$ cat src/rtl/alu_32_bit_if.sv
// Operand, select and result bundle for the 32-bit execute ALU.
// The master drives operands and select bits. The slave returns F and Co.
interface alu_32_bit_if;
    logic [31:0] a;
    logic [31:0] b;
    logic        S0;
    logic        S1;
    logic        S2;
    logic        Ci;
    logic [31:0] F;
    logic        Co;

    modport master (
        output a, b, S0, S1, S2, Ci,
        input  F, Co
    );

    modport slave (
        input  a, b, S0, S1, S2, Ci,
        output F, Co
    );
endinterface

$ cat src/rtl/alu_32_bit.sv
// 32-bit registered ALU: ripple-carry arithmetic unit with B conditioning
// (S2=0) or bitwise logic unit (S2=1). Results appear one edge after sampling.
module alu_32_bit (
    input  logic         clk,
    input  logic         rst,
    alu_32_bit_if.slave  bus
);
    localparam int unsigned WIDTH = 32;

    logic [WIDTH-1:0] y_c;
    logic [WIDTH-1:0] sum_c;
    logic [WIDTH-1:0] logic_c;
    logic             co_c;
    logic             carry;

    // B-side conditioning for the adder
    always_comb begin
        y_c = '0;
        unique case ({bus.S1, bus.S0})
            2'b00:   y_c = '0;
            2'b01:   y_c = bus.b;
            2'b10:   y_c = ~bus.b;
            default: y_c = '1;
        endcase
    end

    // Chain of full adders, LSB first, carry threaded through a variable
    always_comb begin
        sum_c = '0;
        carry = bus.Ci;
        for (int i = 0; i < int'(WIDTH); i++) begin
            sum_c[i] = bus.a[i] ^ y_c[i] ^ carry;
            carry    = (bus.a[i] & y_c[i]) | (carry & (bus.a[i] ^ y_c[i]));
        end
        co_c = carry;
    end

    always_comb begin
        logic_c = '0;
        unique case ({bus.S1, bus.S0})
            2'b00:   logic_c = bus.a & bus.b;
            2'b01:   logic_c = bus.a | bus.b;
            2'b10:   logic_c = bus.a ^ bus.b;
            default: logic_c = ~bus.a;
        endcase
    end

    // Output registers. The logic unit never produces a carry.
    always_ff @(posedge clk or posedge rst) begin
        if (rst) begin
            bus.F  <= '0;
            bus.Co <= 1'b0;
        end else if (bus.S2) begin
            bus.F  <= logic_c;
            bus.Co <= 1'b0;
        end else begin
            bus.F  <= sum_c;
            bus.Co <= co_c;
        end
    end
endmodule

$ cat src/flat_wrapper.sv
// flat-port wrapper written by rule: the top's interface ports become plain ports
module alu_32_bit_flat 
  (clk, rst, bus_a, bus_b, bus_S0, bus_S1, bus_S2, bus_Ci, bus_F, bus_Co);
  alu_32_bit_if bus_i ();
  input  logic clk;
  input  logic rst;
  input wire logic [$bits(bus_i.a)-1:0] bus_a;
  input wire logic [$bits(bus_i.b)-1:0] bus_b;
  input wire logic [$bits(bus_i.S0)-1:0] bus_S0;
  input wire logic [$bits(bus_i.S1)-1:0] bus_S1;
  input wire logic [$bits(bus_i.S2)-1:0] bus_S2;
  input wire logic [$bits(bus_i.Ci)-1:0] bus_Ci;
  output wire logic [$bits(bus_i.F)-1:0] bus_F;
  output wire logic [$bits(bus_i.Co)-1:0] bus_Co;
  assign bus_i.a = bus_a;
  assign bus_i.b = bus_b;
  assign bus_i.S0 = bus_S0;
  assign bus_i.S1 = bus_S1;
  assign bus_i.S2 = bus_S2;
  assign bus_i.Ci = bus_Ci;
  assign bus_F = bus_i.F;
  assign bus_Co = bus_i.Co;
  alu_32_bit u_core (.clk(clk), .rst(rst), .bus(bus_i));
endmodule
$ cat config.mk
export PLATFORM = sky130hd
export DESIGN_NAME = alu_32_bit_flat
export DESIGN_NICKNAME = d
export VERILOG_FILES = /design/src/rtl/alu_32_bit_if.sv /design/src/rtl/alu_32_bit.sv /design/src/flat_wrapper.sv
export SDC_FILE = /design/constraint.sdc
export NUM_CORES = 1
export LEC_CHECK = 0
export ABC_AREA = 0
export CORE_MARGIN = 2
export CORE_UTILIZATION = 56
export DETAILED_ROUTE_END_ITERATION = 10
export PLACE_DENSITY = 0.88
export RECOVER_POWER = 100
export SETUP_SLACK_MARGIN = 0.15
export SYNTH_ARGS = -nofsm -noshare
export SYNTH_HDL_FRONTEND = slang
export SYNTH_SLANG_ARGS = --single-unit
$ cat constraint.sdc
create_clock -name clk -period 2.2 [get_ports clk]
set_input_delay 0.44 -clock clk [delete_from_list [all_inputs] [get_ports clk]]
set_output_delay 0.44 -clock clk [all_outputs]
set_load 0.01 [all_outputs]
==> results of run 1 <==
power breakdown:
part	switching, W	internal (W)
combinational	0.000650	0.000698
sequential	0.0000307	0.000711
clock	0.000240	0.000225
Yosys cell counts (all sizes together):
master / number / area [um^2]
clkbuf: 4 / 15.01
inv: 99 / 371.6
nand2: 34 / 127.6
a21oi: 1 / 5.000
fa: 32 / 640.6
and2: 1 / 6.260
nor2b: 11 / 68.82
dfrtp: 33 / 825.8
and2b: 1 / 10.01
o221ai: 31 / 459.2
o21ai: 13 / 83.82
mux2i: 25 / 250.2
nor2: 2 / 7.510
o221a: 1 / 11.26
mux2: 31 / 349.1
o211ai: 26 / 325.3
buf: 24 / 232.7
ha: 64 / 800.8
cell type report:
| cell class | count | share of cell area (%) |
|---|---|---|
| inverter | 99 | 6.126 |
| multi-input combinational | 273 | 53.30 |
| sequential | 33 | 13.61 |
| timing repair buffer | 158 | 23.47 |
| clock buffer | 8 | 1.320 |
| tap | 105 | 2.166 |
cell families (layout without fill, tap and decap cells):
logic type / after synthesis / count (layout)
AO/OA/AOI/OAI: 72 / 72
adder cells (fa/ha/maj): 96 / 96
buffers and inverters: 127 / 265
flip-flops: 33 / 33
multiplexers: 56 / 56
AND/OR/NAND/NOR: 49 / 49
worst paths after layout:
path | cells after the start | endpoint | startpoint | slack, ps
max | 38 | u_core.bus.F[31]$_DFF_PP0_ | bus_b[0] | -9900
min | 4 | u_core.bus.F[0]$_DFF_PP0_ | bus_S0 | 620
max in group asynchronous | 3 | u_core.bus.F[30]$_DFF_PP0_ | rst | 780
min in group asynchronous | 3 | u_core.bus.F[3]$_DFF_PP0_ | rst | 860
flip-flops by register name, summed over array words and instances, names as in the netlist:
signal,cells
u_core.bus.F,32
u_core.bus.Co,1
repair_timing:
action                                  CTS  global route
gates resized for setup                  42             3
pin swaps                                33             0
endpoints found under the setup margin   33            31
setup buffers                             0             0
stage by stage:
step	worst slack (ps)	TNS [ps]	cells	total power, W	utilization, %
detailed placement	-11410	-194060	668	0.002114	74.01
global placement	-11300	-191870	668	0.002038	74.01
CTS	-9916	-156940	676	0.002620	75.06
floorplan	-10860	-181360	433	0.001516	-
global route	-10140	-160770	676	0.002735	74.95
finish	-9904	-156930	676	0.002556	74.95
tightest hold or removal path, stage by stage:
cell	delay, ps
buf_4	90
buf_4	170
o211ai_2	110
o221ai_2	60
routing by layer:
layer / wire, um / part of all wire, % / track usage (%)
met5: 0 / 0 / 0
met4: 160 / 1.5 / 6.763
met3: 606 / 5.8 / 5.028
met2: 5695 / 54 / 47.56
met1: 4027 / 38 / 28.06
==> flow_summary.toml, run 1 <==
[critical_path]
crit_arrival_ps = 12310
path_max_fanout = 2
crit_top_cell = "fa_2"
path_delay_family = "adder cells"
startpoint_type = "input pin"
crit_type = "in2reg"
cpMaxStageDelayCell = "fa_1"
required_ps = 2410
cp_slowest_stage_delay_ps = 510
worst-path-buf-inv = 4
cp-end-kind = "flip-flop"

[synth]
synth.cell_area_um2 = 4591
muxShareOfSynthArea_pct = 13.06
synthDistinctLibCells = 24
avgSynthCellArea_um2 = 10.60
synthSimpleGateAreaFrac_pct = 4.797
synth-compound-area-share_pct = 19.27
syn_nets = 599
synthCells = 433
ys_seq_area_share_pct = 17.99
synth_fa_ha_area_share_pct = 31.40
yosys_warnings = 0
synth_top_family_by_area = "adder cells"
ys_ff_latch = 33
synth_xor_area_share_pct = 0

[sta]
layout_min_cycle_time_ps = 12100
slew_headroom_pct = 34.48
maxSlewViolCount = 0
whs_ps = 619.8
setup_viol = 30
rsz0062_at_grt = "yes"
finalHoldViolations = 0
worst_pin_slew_ps = 982.9
fin_ws_ps = -9904
max_freq_ghz = 0.08262
finalCritPeriodShare_pct = 550.2

[clock_tree]
cts_sinks = 33
cts_hold_buf = 0
cts_tree = "done"
clock_path_buffers = 2
clk_pin_slew_ps = 70
cts_max_level = 2
clockRootBuffer = "clkbuf_8"
cts_buffers = 5

[route]
wl_um = 10490
avgRoutedWirePerCell_um = 15.52
drt-vias-per-instance = 5.320
firstDrtPassIters = 4
drt_iter0_drc = 122
vias = 3596
route.detailed.drc = 0
ant_nets = 0

[cells_and_area]
final_nets = 736
regArea_um2 = 825.8
n_antenna_cell = 0
layout.cells.most_common_list = "68 x inv_1, 64 x ha_1, 61 x clkdlybuf4s50_1, 56 x buf_4, 34 x dlygate4sd3_1"
multiInputGateArea_um2 = 3233
stdcell_area_um2 = 6066
layout-drive-gt1-share_pct = 38.70
final_common_cell = "inv_1"
fillerInstances = 563
syn_to_final_growth_pct = 32.13

[placement]
placed_area_um2 = 5989
place.gp.congestion = 0.7817
dp_hpwl_um = 8182
io_buffers = 102

[floorplanning]
initial_core_util_pct = 56.73
fp.dieW_um = 94.54
std_cell_rows = 33
io_pins = 103
core_um2 = 8093
dieArea_um2 = 8938
fp.dieH_um = 94.54

[global_route]
antenna_found_initial = 0
grt_pass1_wl_um = 17330
grt-ovfl-total = 0
first_global_vias = 3834
grtUsageTotal_pct = 24.93
grt_max_degree = 68

[outcome]
status = "complete, but fails checks"
violations = "setup timing"

[flow_run]
maxCapViolCount = 0

[min_path]
hp-class = "in2reg"

[power_and_ir_drop]
leakage_nw = 2.856
ir_worst_vdd_v = 0.0002293
power_density_nw_per_um2 = 421.3
Note: power is estimated with default switching activity, not from simulation.
==> run 2: changes to the inputs <==
CORE_UTILIZATION = 52   (was 56)
PLACE_DENSITY = 0.92   (was 0.88)
clock period = 12.3 ns   (was 2.2 ns; I/O delays follow)
==> run 2 against run 1 <==
  * The run ends with capacitance limit, slew limit, setup timing left
  * Global-route usage is 2.7 points lower
  * Sequential power is 82% lower
  * Core utilization decreased by 7.5 points
  * Worst hold slack improved by 2100 ps
  * Clock power is 79% lower
  * Die area up 7.4%
  * Sequential cell count unchanged
  * First-iteration DRC count fell by 46%
  * Power is 82% lower
  * Routed wire length is 1.1% lower
  * Cell count fell by 5.2%
  * Worst setup slack better by 8000 ps
  * Largest cell class unchanged
==> flow_summary.toml, run 2 (synthesis results as in run 1) <==
[critical_path]
cpMaxStageDelayCell = "fa_1"
required_ps = 12490
cp_slowest_stage_delay_ps = 510
crit_type = "in2reg"
startpoint_type = "input pin"
crit_top_cell = "fa_2"
path_delay_family = "adder cells"
worst-path-buf-inv = 4
path_max_fanout = 2
cp-end-kind = "flip-flop"
crit_arrival_ps = 14360

[placement]
placed_area_um2 = 5700
io_buffers = 102
place.gp.congestion = 0.8088
dpl.cell_count = 632
dp_hpwl_um = 7744

[sta]
setup_viol = 7
worst_pin_slew_ps = 1998
max_freq_ghz = 0.07056
maxSlewViolCount = 34
finalHoldViolations = 0
finalCritPeriodShare_pct = 115.2
fin_ws_ps = -1873
layout_min_cycle_time_ps = 14170
slew_headroom_pct = -33.22
rsz0062_at_grt = "yes"

[power_and_ir_drop]
power_w = 0.0004522
power_density_nw_per_um2 = 77.64
ir_worst_vdd_v = 0.00004041
leakage_nw = 2.723

[floorplanning]
fp.dieW_um = 97.96
fp.dieH_um = 97.96
core_um2 = 8636
std_cell_rows = 34
initial_core_util_pct = 53.16
io_pins = 103
dieArea_um2 = 9596

[route]
wl_met3_um = 579
avgRoutedWirePerCell_um = 16.18
route.detailed.drc = 0
firstDrtPassIters = 4
vias = 3430
drt_iter0_drc = 66
drt-vias-per-instance = 5.351
ant_nets = 0
top_layer = "met4"
wl_met2_um = 5214
wl_met1_um = 4302
wl_um = 10370

[global_route]
grt_pass1_wl_um = 17370
grt-ovfl-total = 0
antenna_found_initial = 0
grt_max_degree = 79
grtUsageTotal_pct = 22.19
first_global_vias = 3773

[cells_and_area]
regArea_um2 = 825.8
multiInputGateArea_um2 = 3239
syn_to_final_growth_pct = 26.87
reg_top3 = "u_core.bus.F: 32 flops, u_core.bus.Co: 1 flops"
stdcell_area_um2 = 5824
fillerInstances = 650
layout-drive-gt1-share_pct = 30.58
layout.cells.most_common_list = "91 x inv_1, 64 x ha_1, 61 x clkdlybuf4s50_1, 34 x dlygate4sd3_1"
final_nets = 698
layoutNonFillerInstCount = 641
n_antenna_cell = 0
top_register = "u_core.bus.F"
final_common_cell = "inv_1"
largest_reg_flops = 32

[outcome]
violations = "capacitance limit, slew limit, setup timing"
status = "complete, but fails checks"

[clock_tree]
clock_path_buffers = 2
clockRootBuffer = "clkbuf_8"
cts_tree = "done"
cts_hold_buf = 0
clk_pin_slew_ps = 70
cts_buffers = 5
cts_sinks = 33
cts_max_level = 2

[flow_run]
maxCapViolCount = 1

[min_path]
hp-class = "in2reg"
## run 2: changes by cell type in the layout (fill, tap and decap cells not counted), moves of 2 or more
cell,change
buf_4,-38
inv_1,+23
clkbuf_8,+2
clkbuf_1,-2
inv_2,-23
## run 2: layer usage
metal	vias to the layer above	global-route usage (%)
met1	1658	25.95
met5	-	0
met3	31	4.653
met2	99	40.62
met4	0	6.731
li1	1642	-
## run 2: final timing paths
kind	startpoint	endpoint	slack, ps	cells after the start
setup / recovery	bus_b[0]	u_core.bus.F[31]$_DFF_PP0_	-1870	38
hold / removal	bus_Ci	u_core.bus.F[0]$_DFF_PP0_	2700	4
max in group asynchronous	rst	u_core.bus.F[10]$_DFF_PP0_	7820	3
min in group asynchronous	rst	u_core.bus.F[17]$_DFF_PP0_	3340	3
## run 2: worst min-delay path: stages
cell	delay [ps]
dlymetal6s2s_1	110
fa_2	200
inv_1	40
o221ai_2	150
## run 2: power breakdown
part | leakage [nW] | internal [W] | switching (W) | total (W)
clock | 0.0542 | 0.0000507 | 0.0000450 | 0.0000958
sequential | 0.396 | 0.000127 | 0.00000578 | 0.000133
combinational | 2.27 | 0.000113 | 0.000110 | 0.000223
total | 2.72 | 0.000291 | 0.000161 | 0.000452
## run 2: stage by stage
| step | worst slack (ps) | setup TNS (ps) | util (%) | hold WS, ps |
|---|---|---|---|---|
| after floorplan | -2784 | -15710 | - | 2589 |
| after detailed placement | -3433 | -21780 | 66.01 | 2913 |
| after CTS | -1890 | -8073 | 67.33 | 2607 |
| final | -1873 | -7944 | 67.44 | 2704 |
| after global routing | -2154 | -9702 | 67.44 | 2746 |
| after global placement | -3315 | -20730 | 66.01 | 2896 |
## run 2: layout make-up
class	count	area share, %
clock inverter	1	0.08593
timing repair buffer	120	19.76
sequential	33	14.18
inverter	99	6.380
multi-input combinational	273	55.62
tap	108	2.320
clock buffer	7	1.654
## run 2: repair_timing
| action | CTS | global route |
|---|---|---|
| gates resized for setup | 23 | 3 |
| setup buffers | 0 | 1 |
| pin swaps | 32 | 1 |
| endpoints found under the setup margin | 11 | 8 |
| endpoints found under the hold margin | 0 | 0 |
==> run 3: changes to the inputs <==
SKIP_CTS_REPAIR_TIMING = 1   (was not set)
==> run 3 against run 2 <==
  * The run still ends with capacitance limit, slew limit, setup timing left
  * Core utilization increased by 0.20 points
  * Worst hold slack improved by 21 ps
  * Routed wire length shrank 0.27%
  * Sequential cell count unchanged
  * Die area did not move
  * First-iteration DRC count rose by 14%
  * Critical path type unchanged
  * Largest power group unchanged
==> flow_summary.toml, run 3 (synthesis results as in run 1) <==
[critical_path]
path_max_fanout = 2
cp-end-kind = "flip-flop"
cp_slowest_stage_delay_ps = 540
crit_type = "in2reg"
cpMaxStageDelayCell = "fa_2"
crit_arrival_ps = 14320
crit_top_cell = "fa_2"
required_ps = 12490
startpoint_type = "input pin"
crit_start = "bus_b[0]"

[sta]
max_freq_ghz = 0.07076
rsz0062_at_grt = "yes"
maxSlewViolCount = 34
finalCritPeriodShare_pct = 114.9
layout_min_cycle_time_ps = 14130
finalHoldViolations = 0
setup_tns_ps = -7587
fin_ws_ps = -1833
worst_pin_slew_ps = 2005
slew_headroom_pct = -33.65
setup_viol = 7

[floorplanning]
dieArea_um2 = 9596
std_cell_rows = 34
io_pins = 103
fp.dieH_um = 97.96
fp.dieW_um = 97.96
core_um2 = 8636
initial_core_util_pct = 53.16

[cells_and_area]
reg_top3 = "u_core.bus.F: 32 flops, u_core.bus.Co: 1 flops"
regArea_um2 = 825.8
multiInputGateArea_um2 = 3249
syn_to_final_growth_pct = 27.26
fillerInstances = 649
layout.cells.most_common_list = "90 x inv_1, 64 x ha_1, 61 x clkdlybuf4s50_1, 34 x dlygate4sd3_1"
final_nets = 698
top_register = "u_core.bus.F"
largest_reg_flops = 32
layout-drive-gt1-share_pct = 31.14
layoutNonFillerInstCount = 641
final_common_cell = "inv_1"
n_antenna_cell = 0

[min_path]
hp-class = "in2reg"
whs_endpoint = "u_core.bus.F[0]$_DFF_PP0_"
hold_start = "bus_Ci"
whs_path_depth = 4

[global_route]
antenna_found_initial = 0
grtUsageTotal_pct = 22.13
first_global_vias = 3748
grt_max_degree = 79
grt-ovfl-total = 0
grt_pass1_wl_um = 17360

[clock_tree]
cts_max_level = 2
cts_buffers = 5
cts_tree = "done"
clock_path_buffers = 2
cts_sinks = 33
clk_pin_slew_ps = 80
clockRootBuffer = "clkbuf_8"

[power_and_ir_drop]
p_int_w = 0.0002919
power_density_nw_per_um2 = 77.69
power.share.clock_pct = 21.2
p_sw_w = 0.0001619
leakage_nw = 2.742
seqPwrFrac_pct = 29.3
p_sw_share_pct = 35.68
ir_worst_vdd_v = 0.00004113
pwr-share-comb_pct = 49.5

[placement]
dpl.cell_count = 632
dp_hpwl_um = 7744
io_buffers = 102
place.gp.congestion = 0.8088

[route]
route.detailed.drc = 0
vias = 3418
drt_iter0_drc = 75
avgRoutedWirePerCell_um = 16.14
firstDrtPassIters = 4
ant_nets = 0
wl_um = 10350
drt-vias-per-instance = 5.332

[outcome]
violations = "capacitance limit, slew limit, setup timing"
status = "complete, but fails checks"

[flow_run]
maxCapViolCount = 1
run 3: worst max path at each step:
stage                                             to  cells after the start
after global routing      u_core.bus.F[31]$_DFF_PP0_                     38
after detailed placement  u_core.bus.F[31]$_DFF_PP0_                     38
final                     u_core.bus.F[31]$_DFF_PP0_                     38
after floorplan           u_core.bus.F[31]$_DFF_PP0_                     40
after CTS                 u_core.bus.F[31]$_DFF_PP0_                     38
after global placement    u_core.bus.F[31]$_DFF_PP0_                     38
run 3: power groups by stage:
stage / sequential [W] / combinational, W / clock [W]
after CTS: 0.000134 / 0.000232 / 0.0000963
after global routing: 0.000135 / 0.000250 / 0.000101
after detailed placement: 0.000136 / 0.000231 / 0
after floorplan: 0.000145 / 0.000126 / 0
after global placement: 0.000136 / 0.000219 / 0
final: 0.000133 / 0.000225 / 0.0000962
run 3: critical path: cells and delay by family:
family                   cells  cell delay, ps
adder cells (fa/ha/maj)     32           11200
multiplexers                 1             290
buffers and inverters        4             240
AO/OA/AOI/OAI                1             150
run 3: metrics by stage:
step	cell area [um^2]	hold WS, ps	utilization, %	worst slack (ps)	power, W
after floorplan	4677	2589	-	-2784	0.0002711
after global placement	5700	2896	66.01	-3315	0.0003550
after detailed placement	5700	2913	66.01	-3433	0.0003673
after CTS	5802	2607	67.18	-3164	0.0004626
after global routing	5842	2762	67.65	-2091	0.0004852
final	5842	2725	67.65	-1833	0.0004539
run 3: layout make-up:
type,instances,area share (%)
repair buffers,120,19.83
multi-input cells,273,55.62
clock inverters,1,0.08567
clock buffers,7,1.649
well taps,108,2.313
inverters,99,6.361
flip-flops and latches,33,14.14
run 3: layer usage:
layer  routed length [um]  global-route usage (%)  vias up
li1                     -                       -     1635
met1                 4242                   26.13     1669
met2                 5302                   40.78       92
met3                  587                   4.510       22
met4                  213                   5.769        0
met5                    0                       0        -
